==> src/rtl/morse_pkg.sv <==
// morse_pkg
// Shared definitions for the Morse-to-ASCII decoder:
//   - 2-bit symbol encodings used in each Morse slot
//   - ASCII constants for the inserted word gap and for undecodable letters
//   - packed 10-bit pattern type, slot 1 in bits [1:0] up to slot 5 in bits [9:8]
//   - word-gap timer state encoding
package morse_pkg;

    localparam logic [1:0] SYM_EMPTY = 2'b00;
    localparam logic [1:0] SYM_DOT   = 2'b01;
    localparam logic [1:0] SYM_DASH  = 2'b10;
    localparam logic [1:0] SYM_BAD   = 2'b11;

    localparam logic [7:0] CH_SPACE   = 8'h20;
    localparam logic [7:0] CH_UNKNOWN = 8'h3F;

    typedef logic [9:0] morse_pat_t;

    typedef enum logic {
        GAP_IDLE,
        GAP_ARMED
    } gap_state_e;

endpackage

==> src/rtl/morse_to_letter_if.sv <==
// morse_to_letter_if
// Bundles the letter input bus from button_to_morse and the valid/ready
// character output towards the display/compare stage.
//   master : producer of letters and consumer of characters (drives slots,
//            index, letter_done, out_ready)
//   slave  : the decoder (drives out_char, out_valid, fifo_count, overflow)
interface morse_to_letter_if #(
    parameter int DEPTH = 8
);
    logic [1:0]             morse_one;
    logic [1:0]             morse_two;
    logic [1:0]             morse_three;
    logic [1:0]             morse_four;
    logic [1:0]             morse_five;
    logic [2:0]             morse_index;
    logic                   letter_done;
    logic                   out_ready;
    logic [7:0]             out_char;
    logic                   out_valid;
    logic [$clog2(DEPTH):0] fifo_count;
    logic                   overflow;

    modport master (
        output morse_one, morse_two, morse_three, morse_four, morse_five,
        output morse_index, letter_done, out_ready,
        input  out_char, out_valid, fifo_count, overflow
    );

    modport slave (
        input  morse_one, morse_two, morse_three, morse_four, morse_five,
        input  morse_index, letter_done, out_ready,
        output out_char, out_valid, fifo_count, overflow
    );

endinterface

==> src/rtl/morse_lut.sv <==
// morse_lut
// Purely combinational Morse letter lookup.
//   pattern : five 2-bit symbol slots, slot 1 in [1:0]
//   index   : number of used slots (1..5 valid)
//   ascii   : uppercase letter or digit, '?' when undecodable
module morse_lut
    import morse_pkg::*;
(
    input  morse_pat_t  pattern,
    input  logic [2:0]  index,
    output logic [7:0]  ascii
);

    logic       bad;
    logic [4:0] code;
    logic [1:0] slot;

    // Used slots are folded into a right-aligned dot=0/dash=1 code with
    // slot 1 as MSB; the length is kept alongside so prefixes stay distinct.
    always_comb begin
        bad  = (index == 3'd0) || (index > 3'd5);
        code = '0;
        slot = '0;
        for (int unsigned i = 0; i < 5; i++) begin
            if (i < 32'(index)) begin
                slot = pattern[2*i +: 2];
                if (slot == SYM_DOT) begin
                    code = {code[3:0], 1'b0};
                end else if (slot == SYM_DASH) begin
                    code = {code[3:0], 1'b1};
                end else if (slot == SYM_EMPTY || slot == SYM_BAD) begin
                    bad = 1'b1;
                end
            end
        end

        ascii = CH_UNKNOWN;
        if (!bad) begin
            case ({index, code})
                8'b001_00000: ascii = "E";
                8'b001_00001: ascii = "T";
                8'b010_00000: ascii = "I";
                8'b010_00001: ascii = "A";
                8'b010_00010: ascii = "N";
                8'b010_00011: ascii = "M";
                8'b011_00000: ascii = "S";
                8'b011_00001: ascii = "U";
                8'b011_00010: ascii = "R";
                8'b011_00011: ascii = "W";
                8'b011_00100: ascii = "D";
                8'b011_00101: ascii = "K";
                8'b011_00110: ascii = "G";
                8'b011_00111: ascii = "O";
                8'b100_00000: ascii = "H";
                8'b100_00001: ascii = "V";
                8'b100_00010: ascii = "F";
                8'b100_00100: ascii = "L";
                8'b100_00110: ascii = "P";
                8'b100_00111: ascii = "J";
                8'b100_01000: ascii = "B";
                8'b100_01001: ascii = "X";
                8'b100_01010: ascii = "C";
                8'b100_01011: ascii = "Y";
                8'b100_01100: ascii = "Z";
                8'b100_01101: ascii = "Q";
                8'b101_01111: ascii = "1";
                8'b101_00111: ascii = "2";
                8'b101_00011: ascii = "3";
                8'b101_00001: ascii = "4";
                8'b101_00000: ascii = "5";
                8'b101_10000: ascii = "6";
                8'b101_11000: ascii = "7";
                8'b101_11100: ascii = "8";
                8'b101_11110: ascii = "9";
                8'b101_11111: ascii = "0";
                default:      ascii = CH_UNKNOWN;
            endcase
        end
    end

endmodule

==> src/rtl/morse_to_letter.sv <==
// morse_to_letter
// Captures completed Morse letters, decodes them to ASCII, inserts a space
// after an idle word gap and buffers characters in a show-ahead FIFO.
//   clock  : system clock
//   reset  : asynchronous, active-low
//   bus    : slave side of morse_to_letter_if (letter input, char output,
//            occupancy and sticky overflow)
module morse_to_letter
    import morse_pkg::*;
#(
    parameter int DEPTH     = 8,
    parameter int GAP_TICKS = 7
) (
    input  logic              clock,
    input  logic              reset,
    morse_to_letter_if.slave  bus
);

    localparam int AW = $clog2(DEPTH);
    localparam int CW = (GAP_TICKS > 1) ? $clog2(GAP_TICKS) : 1;
    localparam logic [CW-1:0] GAP_LAST = CW'(GAP_TICKS - 1);
    localparam logic [AW:0]   FULL_CNT = (AW+1)'(DEPTH);

    logic             cap_valid_q, cap_valid_d;
    morse_pat_t       cap_pat_q,   cap_pat_d;
    logic [2:0]       cap_idx_q,   cap_idx_d;
    gap_state_e       gap_state_q, gap_state_d;
    logic [CW-1:0]    gap_cnt_q,   gap_cnt_d;
    logic [7:0]       mem_q [DEPTH];
    logic [7:0]       mem_d [DEPTH];
    logic [AW-1:0]    wr_ptr_q,    wr_ptr_d;
    logic [AW-1:0]    rd_ptr_q,    rd_ptr_d;
    logic [AW:0]      count_q,     count_d;
    logic             overflow_q,  overflow_d;

    logic [7:0]       lut_char;
    logic             letter_push;
    logic             gap_expire;
    logic             space_push;
    logic             push;
    logic [7:0]       push_char;
    logic             not_empty;
    logic             full;
    logic             do_pop;
    logic             do_write;

    morse_lut u_lut (
        .pattern (cap_pat_q),
        .index   (cap_idx_q),
        .ascii   (lut_char)
    );

    always_comb begin
        cap_valid_d = 1'b0;
        cap_pat_d   = cap_pat_q;
        cap_idx_d   = cap_idx_q;
        if (bus.letter_done && bus.morse_index != 3'd0) begin
            cap_valid_d = 1'b1;
            cap_pat_d   = {bus.morse_five, bus.morse_four, bus.morse_three,
                           bus.morse_two, bus.morse_one};
            cap_idx_d   = bus.morse_index;
        end

        // Counter holds GAP_TICKS-1 in the cycle before the expiry edge, so
        // the space lands GAP_TICKS edges after the letter push. A letter
        // pending in that same cycle takes the slot and re-arms instead.
        letter_push = cap_valid_q;
        gap_expire  = (gap_state_q == GAP_ARMED) && (gap_cnt_q == GAP_LAST);
        space_push  = gap_expire && !cap_valid_q;

        gap_state_d = gap_state_q;
        gap_cnt_d   = gap_cnt_q;
        if (letter_push) begin
            gap_state_d = GAP_ARMED;
            gap_cnt_d   = '0;
        end else if (gap_expire) begin
            gap_state_d = GAP_IDLE;
            gap_cnt_d   = '0;
        end else if (gap_state_q == GAP_ARMED) begin
            gap_cnt_d   = gap_cnt_q + 1'b1;
        end

        push      = letter_push || space_push;
        push_char = letter_push ? lut_char : CH_SPACE;

        not_empty = (count_q != '0);
        full      = (count_q == FULL_CNT);
        do_pop    = not_empty && bus.out_ready;
        // When full, a simultaneous pop frees the head slot, which is exactly
        // where the write pointer sits.
        do_write  = push && (!full || do_pop);

        overflow_d = overflow_q || (push && full && !do_pop);

        mem_d    = mem_q;
        wr_ptr_d = wr_ptr_q;
        rd_ptr_d = rd_ptr_q;
        if (do_write) begin
            mem_d[wr_ptr_q] = push_char;
            wr_ptr_d        = wr_ptr_q + 1'b1;
        end
        if (do_pop) begin
            rd_ptr_d = rd_ptr_q + 1'b1;
        end

        count_d = count_q;
        if (do_write && !do_pop) begin
            count_d = count_q + 1'b1;
        end else if (do_pop && !do_write) begin
            count_d = count_q - 1'b1;
        end
    end

    always_ff @(posedge clock or negedge reset) begin
        if (!reset) begin
            cap_valid_q <= 1'b0;
            cap_pat_q   <= '0;
            cap_idx_q   <= '0;
            gap_state_q <= GAP_IDLE;
            gap_cnt_q   <= '0;
            mem_q       <= '{default: '0};
            wr_ptr_q    <= '0;
            rd_ptr_q    <= '0;
            count_q     <= '0;
            overflow_q  <= 1'b0;
        end else begin
            cap_valid_q <= cap_valid_d;
            cap_pat_q   <= cap_pat_d;
            cap_idx_q   <= cap_idx_d;
            gap_state_q <= gap_state_d;
            gap_cnt_q   <= gap_cnt_d;
            mem_q       <= mem_d;
            wr_ptr_q    <= wr_ptr_d;
            rd_ptr_q    <= rd_ptr_d;
            count_q     <= count_d;
            overflow_q  <= overflow_d;
        end
    end

    assign bus.out_valid  = not_empty;
    assign bus.out_char   = not_empty ? mem_q[rd_ptr_q] : '0;
    assign bus.fifo_count = count_q;
    assign bus.overflow   = overflow_q;

endmodule

==> src/flat_wrapper.sv <==
// flat-port wrapper written by rule: the top's interface ports become plain ports
module morse_to_letter_flat import morse_pkg::*;
#(
    parameter int DEPTH     = 8,
    parameter int GAP_TICKS = 7
)
  (clock, reset, bus_morse_one, bus_morse_two, bus_morse_three, bus_morse_four, bus_morse_five, bus_morse_index, bus_letter_done, bus_out_ready, bus_out_char, bus_out_valid, bus_fifo_count, bus_overflow);
  morse_to_letter_if #(.DEPTH(DEPTH)) bus_i ();
  input  logic clock;
  input  logic reset;
  input wire logic [$bits(bus_i.morse_one)-1:0] bus_morse_one;
  input wire logic [$bits(bus_i.morse_two)-1:0] bus_morse_two;
  input wire logic [$bits(bus_i.morse_three)-1:0] bus_morse_three;
  input wire logic [$bits(bus_i.morse_four)-1:0] bus_morse_four;
  input wire logic [$bits(bus_i.morse_five)-1:0] bus_morse_five;
  input wire logic [$bits(bus_i.morse_index)-1:0] bus_morse_index;
  input wire logic [$bits(bus_i.letter_done)-1:0] bus_letter_done;
  input wire logic [$bits(bus_i.out_ready)-1:0] bus_out_ready;
  output wire logic [$bits(bus_i.out_char)-1:0] bus_out_char;
  output wire logic [$bits(bus_i.out_valid)-1:0] bus_out_valid;
  output wire logic [$bits(bus_i.fifo_count)-1:0] bus_fifo_count;
  output wire logic [$bits(bus_i.overflow)-1:0] bus_overflow;
  assign bus_i.morse_one = bus_morse_one;
  assign bus_i.morse_two = bus_morse_two;
  assign bus_i.morse_three = bus_morse_three;
  assign bus_i.morse_four = bus_morse_four;
  assign bus_i.morse_five = bus_morse_five;
  assign bus_i.morse_index = bus_morse_index;
  assign bus_i.letter_done = bus_letter_done;
  assign bus_i.out_ready = bus_out_ready;
  assign bus_out_char = bus_i.out_char;
  assign bus_out_valid = bus_i.out_valid;
  assign bus_fifo_count = bus_i.fifo_count;
  assign bus_overflow = bus_i.overflow;
  morse_to_letter #(.DEPTH(DEPTH), .GAP_TICKS(GAP_TICKS)) u_core (.clock(clock), .reset(reset), .bus(bus_i));
endmodule
==> config.mk <==
export PLATFORM = sky130hd
export DESIGN_NAME = morse_to_letter_flat
export DESIGN_NICKNAME = d
export VERILOG_FILES = /design/src/rtl/morse_pkg.sv /design/src/rtl/morse_to_letter_if.sv /design/src/rtl/morse_lut.sv /design/src/rtl/morse_to_letter.sv /design/src/flat_wrapper.sv
export SDC_FILE = /design/constraint.sdc
export NUM_CORES = 1
export LEC_CHECK = 0
export CORE_UTILIZATION = 40
export DETAILED_ROUTE_END_ITERATION = 8
export GPL_TIMING_DRIVEN = 0
export SETUP_SLACK_MARGIN = 0.05
export SYNTH_ARGS = -nofsm -noshare
export SYNTH_HDL_FRONTEND = slang
export SYNTH_SLANG_ARGS = --single-unit
==> constraint.sdc <==
create_clock -name clock -period 4.1 [get_ports clock]
set_input_delay 0.82 -clock clock [delete_from_list [all_inputs] [get_ports clock]]
set_output_delay 0.82 -clock clock [all_outputs]
set_load 0.05 [all_outputs]
---- Word-level counts from Yosys, hierarchy flattened ----
Cells that the tools add are included.
operators by class
  equal/unequal tests ..................... 53
  add/subtract/negate cells ............... 5
  bitwise gates (word level) .............. 2
  magnitude comparators ................... 9
  reduce and logical (&&, ||, !) cells .... 34
  mux-type cells .......................... 53
operators with widths
  kind                   number
  $pmux W7 S36           1
  $eq A8 B8 Y1 const B   22
  $eq A8 B7 Y1 const B   12
  $bwmux W64             1
  $mux W5                12
  $mux W8                4
  $mux W1                26
  $bmux W8 S3            1
  $demux W8 S3           1
  $eq A2 B2 Y1 const B   10
  $eq A8 B6 Y1 const B   2
  $mux W7                2
  $eq A2 B1 Y1 const B   5
  $logic_and A1 B1 Y1    10
  $logic_not A2 Y1       5
  $add A3 B1 Y3 const B  3
  $logic_or A1 B1 Y1     9
  $mux W3                3
  $ge A4 B4 Y1 const B   2
  $mux W4                2
  $not A3 Y4             2
  $lt A1 B3 Y1 const A   2
  $lt A2 B3 Y1 const A   2
  $reduce_bool A3 Y1     2
  11 further kinds       15
word-level totals
  input port bits ......................... 17
  output and inout bits ................... 14
  word-level logic and storage cells ...... 173
  register bits ........................... 93

---- Logic depth before layout (Yosys ltp) ----
  depth after elaboration ................. 25
  depth in mapped cells ................... 15
  mapped depth without buffers ............ 12

---- By module ----
A second synthesis with hierarchy kept.
unflattened totals
  cells, all modules ...................... 520
  area total of the unflattened synthesis .. 5826.8 µm²
by module, submodules not included
  module           sequential area each (µm²)  cells each  instances  area each (µm²)
  morse_to_letter  2327.2                      323         1          4571.9
  morse_lut        0.0                         197         1          1255.0

---- Least setup slack after synthesis ----
Ideal clock, no wire load.
  path type ............................... reg-to-reg
  from .................................... register u_core.count_q[0] (netlist: u_core.bus.fifo_count[0])
  to ...................................... register u_core.count_q[3] (netlist: u_core.bus.fifo_count[3])
  cell stages (with the launch flop) ...... 12
  path slack .............................. 0.658 ns
  period minus slack after synthesis ...... 3.442 ns
  path buffers ............................ 0
  setup time .............................. 0.145 ns
  data arrival time ....................... 3.297 ns
  data required time ...................... 3.955 ns
  path through ............................ dfrtp_1 nor4_1 inv_1 nand2_1 ha_1 inv_1 ha_1 a21o_1 a21oi_1 xnor2_1 nor2_1 xor2_1
between the ends
  longest elaborated chain between the ends .. 7
  elaborated cells between the ends (all ways) .. 15
  classes of those cells .................. add/sub (2); eq/ne (1); mux (2); reduce/logical (10)
ends and longest elaborated chain
  element                              line                    text
  from (decl)                          morse_to_letter.sv:33   logic [AW:0] count_q, count_d;
  from (signal assigned)               morse_to_letter.sv:135  count_q <= count_d;
  $reduce_bool A4 Y1 (*)               morse_to_letter.sv:86   not_empty = (count_q != '0);
  named net bus_out_valid              flat_wrapper.sv:20      output wire logic [$bits(bus_i.out_valid)-1:0] bus_out_valid;
  $logic_and A1 B1 Y1 (*)              morse_to_letter.sv:88   do_pop = not_empty && bus.out_ready;
  $logic_or A1 B1 Y1                   morse_to_letter.sv:91   do_write = push && (!full || do_pop);
  $logic_and A1 B1 Y1                  morse_to_letter.sv:91
  $logic_not A1 Y1                     morse_to_letter.sv:109  end else if (do_pop && !do_write) begin
  $logic_and A1 B1 Y1                  morse_to_letter.sv:109
  $reduce_bool A2 Y1 (no source line)  -
The timed path passes the listed nets; every way through them passes the cells marked *. The select of a mux whose other input is x is not followed.
A chain may end at the register's enable or synchronous reset.

---- Worst setup path in the final report ----
  from .................................... register u_core.cap_pat_q[7]
  to ...................................... register u_core.mem_q[14] (netlist name)
between the ends
  longest elaborated chain between the ends .. 13
  elaborated cells between the ends (all ways) .. 59
  classes of those cells .................. eq/ne (39); mux (18); reduce/logical (2)
ends and longest elaborated chain
  element                                                line                    text
  from (decl)                                            morse_to_letter.sv:25   morse_pat_t cap_pat_q, cap_pat_d;
  from (signal assigned)                                 morse_to_letter.sv:128  cap_pat_q <= cap_pat_d;
  branches (longest 10 deep; another with $pmux W7 S36)  -
  $mux W7 (*)                                            morse_lut.sv:38         if (!bad) begin
  $mux W7 (*)                                            morse_to_letter.sv:84   push_char = letter_push ? lut_char : CH_SPACE;
  $bwmux W64 (*)                                         morse_to_letter.sv:99   mem_d[wr_ptr_q] = push_char;
  to (signal assigned)                                   morse_to_letter.sv:132  mem_q <= mem_d;
  to (decl)                                              morse_to_letter.sv:29   logic [7:0] mem_q [DEPTH];
Every way passes the cells marked *.

==> impl_metrics.csv <==
group,metric,value,unit
floorplan,core-area,12600,um^2
clock_network,cts_max_level,3,
cells_and_area,antenna_cells,0,
route,antenna_left,0,
worst_setup_path,slowest_stage,"a31oi_2",
worst_setup_path,critPathKind,"reg2reg",
worst_setup_path,crit_top_cell,"buf_6",
timing,worstMarginPinSlew,1.26,ns
route,wire_per_inst,16.2,um
worst_setup_path,ff2ff_setup_slack,0.30,ns
clock_network,cts_tree,"done",
worst_setup_path,end_kind,"register",
cells_and_area,num-fill-cells,1249,
power_and_ir_drop,power_frac_seq,33.0,%
clock_network,cts_root_buf,"clkbuf_16",
power_and_ir_drop,p_sw_share,40.0,%
placed_design,finalWeightedCongestion,0.965,
synthesis,async_reset_ff_share,100,%
cells_and_area,syn_to_final_growth,16.7,%
floorplan,die-area,13400,um^2
synthesis,synth.avg_cell_area,9.42,um^2
placed_design,dpl.hpwl,9430,um
floorplan,rows,41,
synthesis,synth-edff-count,0,
timing,period_share,92.7,%
placed_design,port_buffers,29,
power_and_ir_drop,internal_power,2.47,mW
timing,hold_viol,0,
synthesis,synth-seq-cells,85,
route,drt_wl_total,12400,um
cells_and_area,regArea,2130,um^2
cells_and_area,fin_util,47.7,%
clock_network,clk_path_buf_depth,2,
route,vias,4294,
clock_network,clk_latency,0.35,ns
synthesis,synth_top_flop_cell,"dfrtp_1",
run,drv_cap,0,
worst_setup_path,cp-start-kind,"register",
floorplan,initial_core_util,40.9,%
power_and_ir_drop,powerDensity,684,nW/um^2
timing,maxSlewViolCount,0,
cells_and_area,final_nets,625,
route,drcViolationCount,0,
cells_and_area,drive_above_1_share,11.4,%
timing,setup_viol,0,
route,drtIter0Drc,253,
global_routing,grt_first_pass_wirelength,20700,um
floorplan,die_x,116,um
timing,max_slew_margin,15.5,%
timing,fmax,263,MHz
global_routing,gr-total-overflow,0,
worst_setup_path,cp_cell_sequence,"inv_1 -> ha_1 -> o21ai_1 -> a21oi_1 -> nand3_1 -> a31oi_2 -> xnor2_1 -> o221ai_1 -> or3_1 -> and3_1 -> buf_6 -> buf_6 -> mux2_2",
clock_network,clkSinkCount,85,
power_and_ir_drop,ir_worst_vdd,0.187,mV
worst_setup_path,cp_data_arrival_time,4.03,ns
clock_network,cts_made_buffers,9,
clock_network,clkTransAtPathRegs,0.07,ns
status,outcome,"finished clean",
timing,skew,0.0108,ns
hold_path,hold_class,"in2async",
synthesis,synth_warnings,0,
power_and_ir_drop,p_clk_share,21.1,%
worst_setup_path,worstPathMaxFanout,10,
route,viasPerCell,5.61,
global_routing,first_global_vias,4201,
global_routing,grt_usage,20.1,%
power_and_ir_drop,leakage,2.66,nW
synthesis,netlist_area,5160,um^2
power_and_ir_drop,power.switching,1.65,mW
synthesis,yosysUniqueCellTypes,71,
global_routing,grt_max_degree,71,
power_and_ir_drop,p_comb_share,45.9,%
timing,min_period,3.80,ns
synthesis,syn-instance-count,548,
clock_network,cts_hold_buf,0,
global_routing,antenna_found_initial,0,
timing,holdWs,0.334,ns
synthesis,ys_seq_area_share,41.2,%
worst_setup_path,cp.required,4.33,ns
floorplan,dieHeight,116,um
timing,rsz0062_at_grt,"yes",
route,drt_pre_antenna_iters,4,
cells_and_area,multi_input_area,2800,um^2
floorplan,boundaryPins,31,
worst_setup_path,slowest_delay,0.64,ns
synthesis,synth_nets,584,
## stage by stage
stage               std cells  TNS, ns  cell area, um^2  setup slack (ns)  total power [mW]
finish                    766        0             6020             0.300              4.12
global placement          749   -64.49             5670            -0.769              3.21
floorplan                 548        0             5160             0.658              2.73
detailed placement        750        0             5690             0.203              3.27
CTS                       766        0             6020            0.0552              4.15
global route              766        0             6020            0.0487              4.41
## final timing paths
check | startpoint | to | cells after the start
hold / removal | reset | u_core.bus.fifo_count[0] | 1
min in group clock | u_core.bus.overflow | u_core.bus.overflow | 1
hold reg to reg | u_core.bus.overflow | u_core.bus.overflow | 1
max in group asynchronous | reset | u_core.cap_idx_q[0] | 2
setup / recovery | u_core.cap_pat_q[7] | u_core.mem_q[14] | 13
setup reg to reg | u_core.cap_pat_q[7] | u_core.mem_q[14] | 13
## cell type report
cell class | instances | share of cell area (%)
buffer | 31 | 2.64
clock buffer | 10 | 3.80
clock inverter | 6 | 1.45
inverter | 23 | 1.43
multi-input combinational | 409 | 46.6
sequential | 85 | 35.3
tap | 172 | 3.57
timing repair buffer | 30 | 5.23
## timing repair
item,CTS,global route
endpoints found under the setup margin,7,17
buffers inserted,0,0
gates cloned,0,0
gates resized for setup,3,3
## cell usage in the layout (no fill, tap or decap), types with 6 or more instances in the layout
cell type,count
mux2_2,12
nor2_1,38
nand3_1,10
nand2_1,89
clkbuf_16,9
inv_1,23
clkbuf_1,20
clkdlybuf4s50_1,28
a21oi_1,18
ha_1,18
dfrtp_1,85
nor3_1,9
mux2i_1,15
a31oi_1,6
o21ai_0,63
xnor2_1,9
mux4_2,14
o211ai_1,6
nand2b_1,7
## metal layers
layer | vias up | track usage, % | share of wire (%) | routed length (um)
met5 | - | 0 | 0 | 0
met1 | 2064 | 25.3 | 44 | 5470
met3 | 27 | 3.92 | 5.4 | 668
met2 | 145 | 33.4 | 48 | 5990
li1 | 2058 | - | - | -
met4 | 0 | 9.09 | 2.4 | 303
## critical path, delay by kind of cell, from the launching register on
kind	cells	cell delay, ns
flip-flops	1	0.39
multiplexers	1	0.26
buffers and inverters	3	0.34
adder cells (fa/ha/maj)	1	0.29
AND/OR/NAND/NOR	3	0.95
XOR/XNOR	1	0.18
AO/OA/AOI/OAI	4	1.25
## power by group through the flow
stage,sequential (mW),combinational (mW),clock [mW]
finish,1.36,1.89,0.872
global route,1.40,2.08,0.925
CTS,1.36,1.90,0.889
detailed placement,1.38,1.89,0
global placement,1.36,1.85,0
floorplan,1.40,1.33,0
## logic make-up after synthesis
| kind of cell | synth area share [%] |
|---|---|
| flip-flops | 41.2 |
| multiplexers | 11.6 |
| XOR/XNOR | 1.87 |
| AO/OA/AOI/OAI | 19.6 |
| buffers and inverters | 4.68 |
| other | 0.0726 |
| AND/OR/NAND/NOR | 16.2 |
| adder cells (fa/ha/maj) | 4.75 |
## cell usage after synthesis (6+ instances only)
master	n	area (um^2)
nand2_1	89	334
nand3_1	10	50.1
nor2_1	38	143
mux4_2	14	315
o21ai_0	63	315
nor3_1	9	45.0
clkbuf_1	19	71.3
o211ai_1	6	45.0
inv_1	23	86.3
nand2b_1	7	43.8
mux2i_1	15	150
dfrtp_1	85	2130
ha_1	18	225
a31oi_1	6	37.5
mux2_2	12	135
xnor2_1	9	78.8
a21oi_1	18	90.1
## sequential cells by signal, summed over array words and instances, names as in the netlist
name	count
u_core.cap_idx_q	3
u_core.gap_state_q	1
u_core.wr_ptr_q	3
u_core.gap_cnt_q	3
u_core.rd_ptr_q	3
u_core.bus.fifo_count	4
u_core.mem_q	56
u_core.cap_pat_q	10
u_core.bus.overflow	1
u_core.cap_valid_q	1
(Power assumes the default switching activity.)
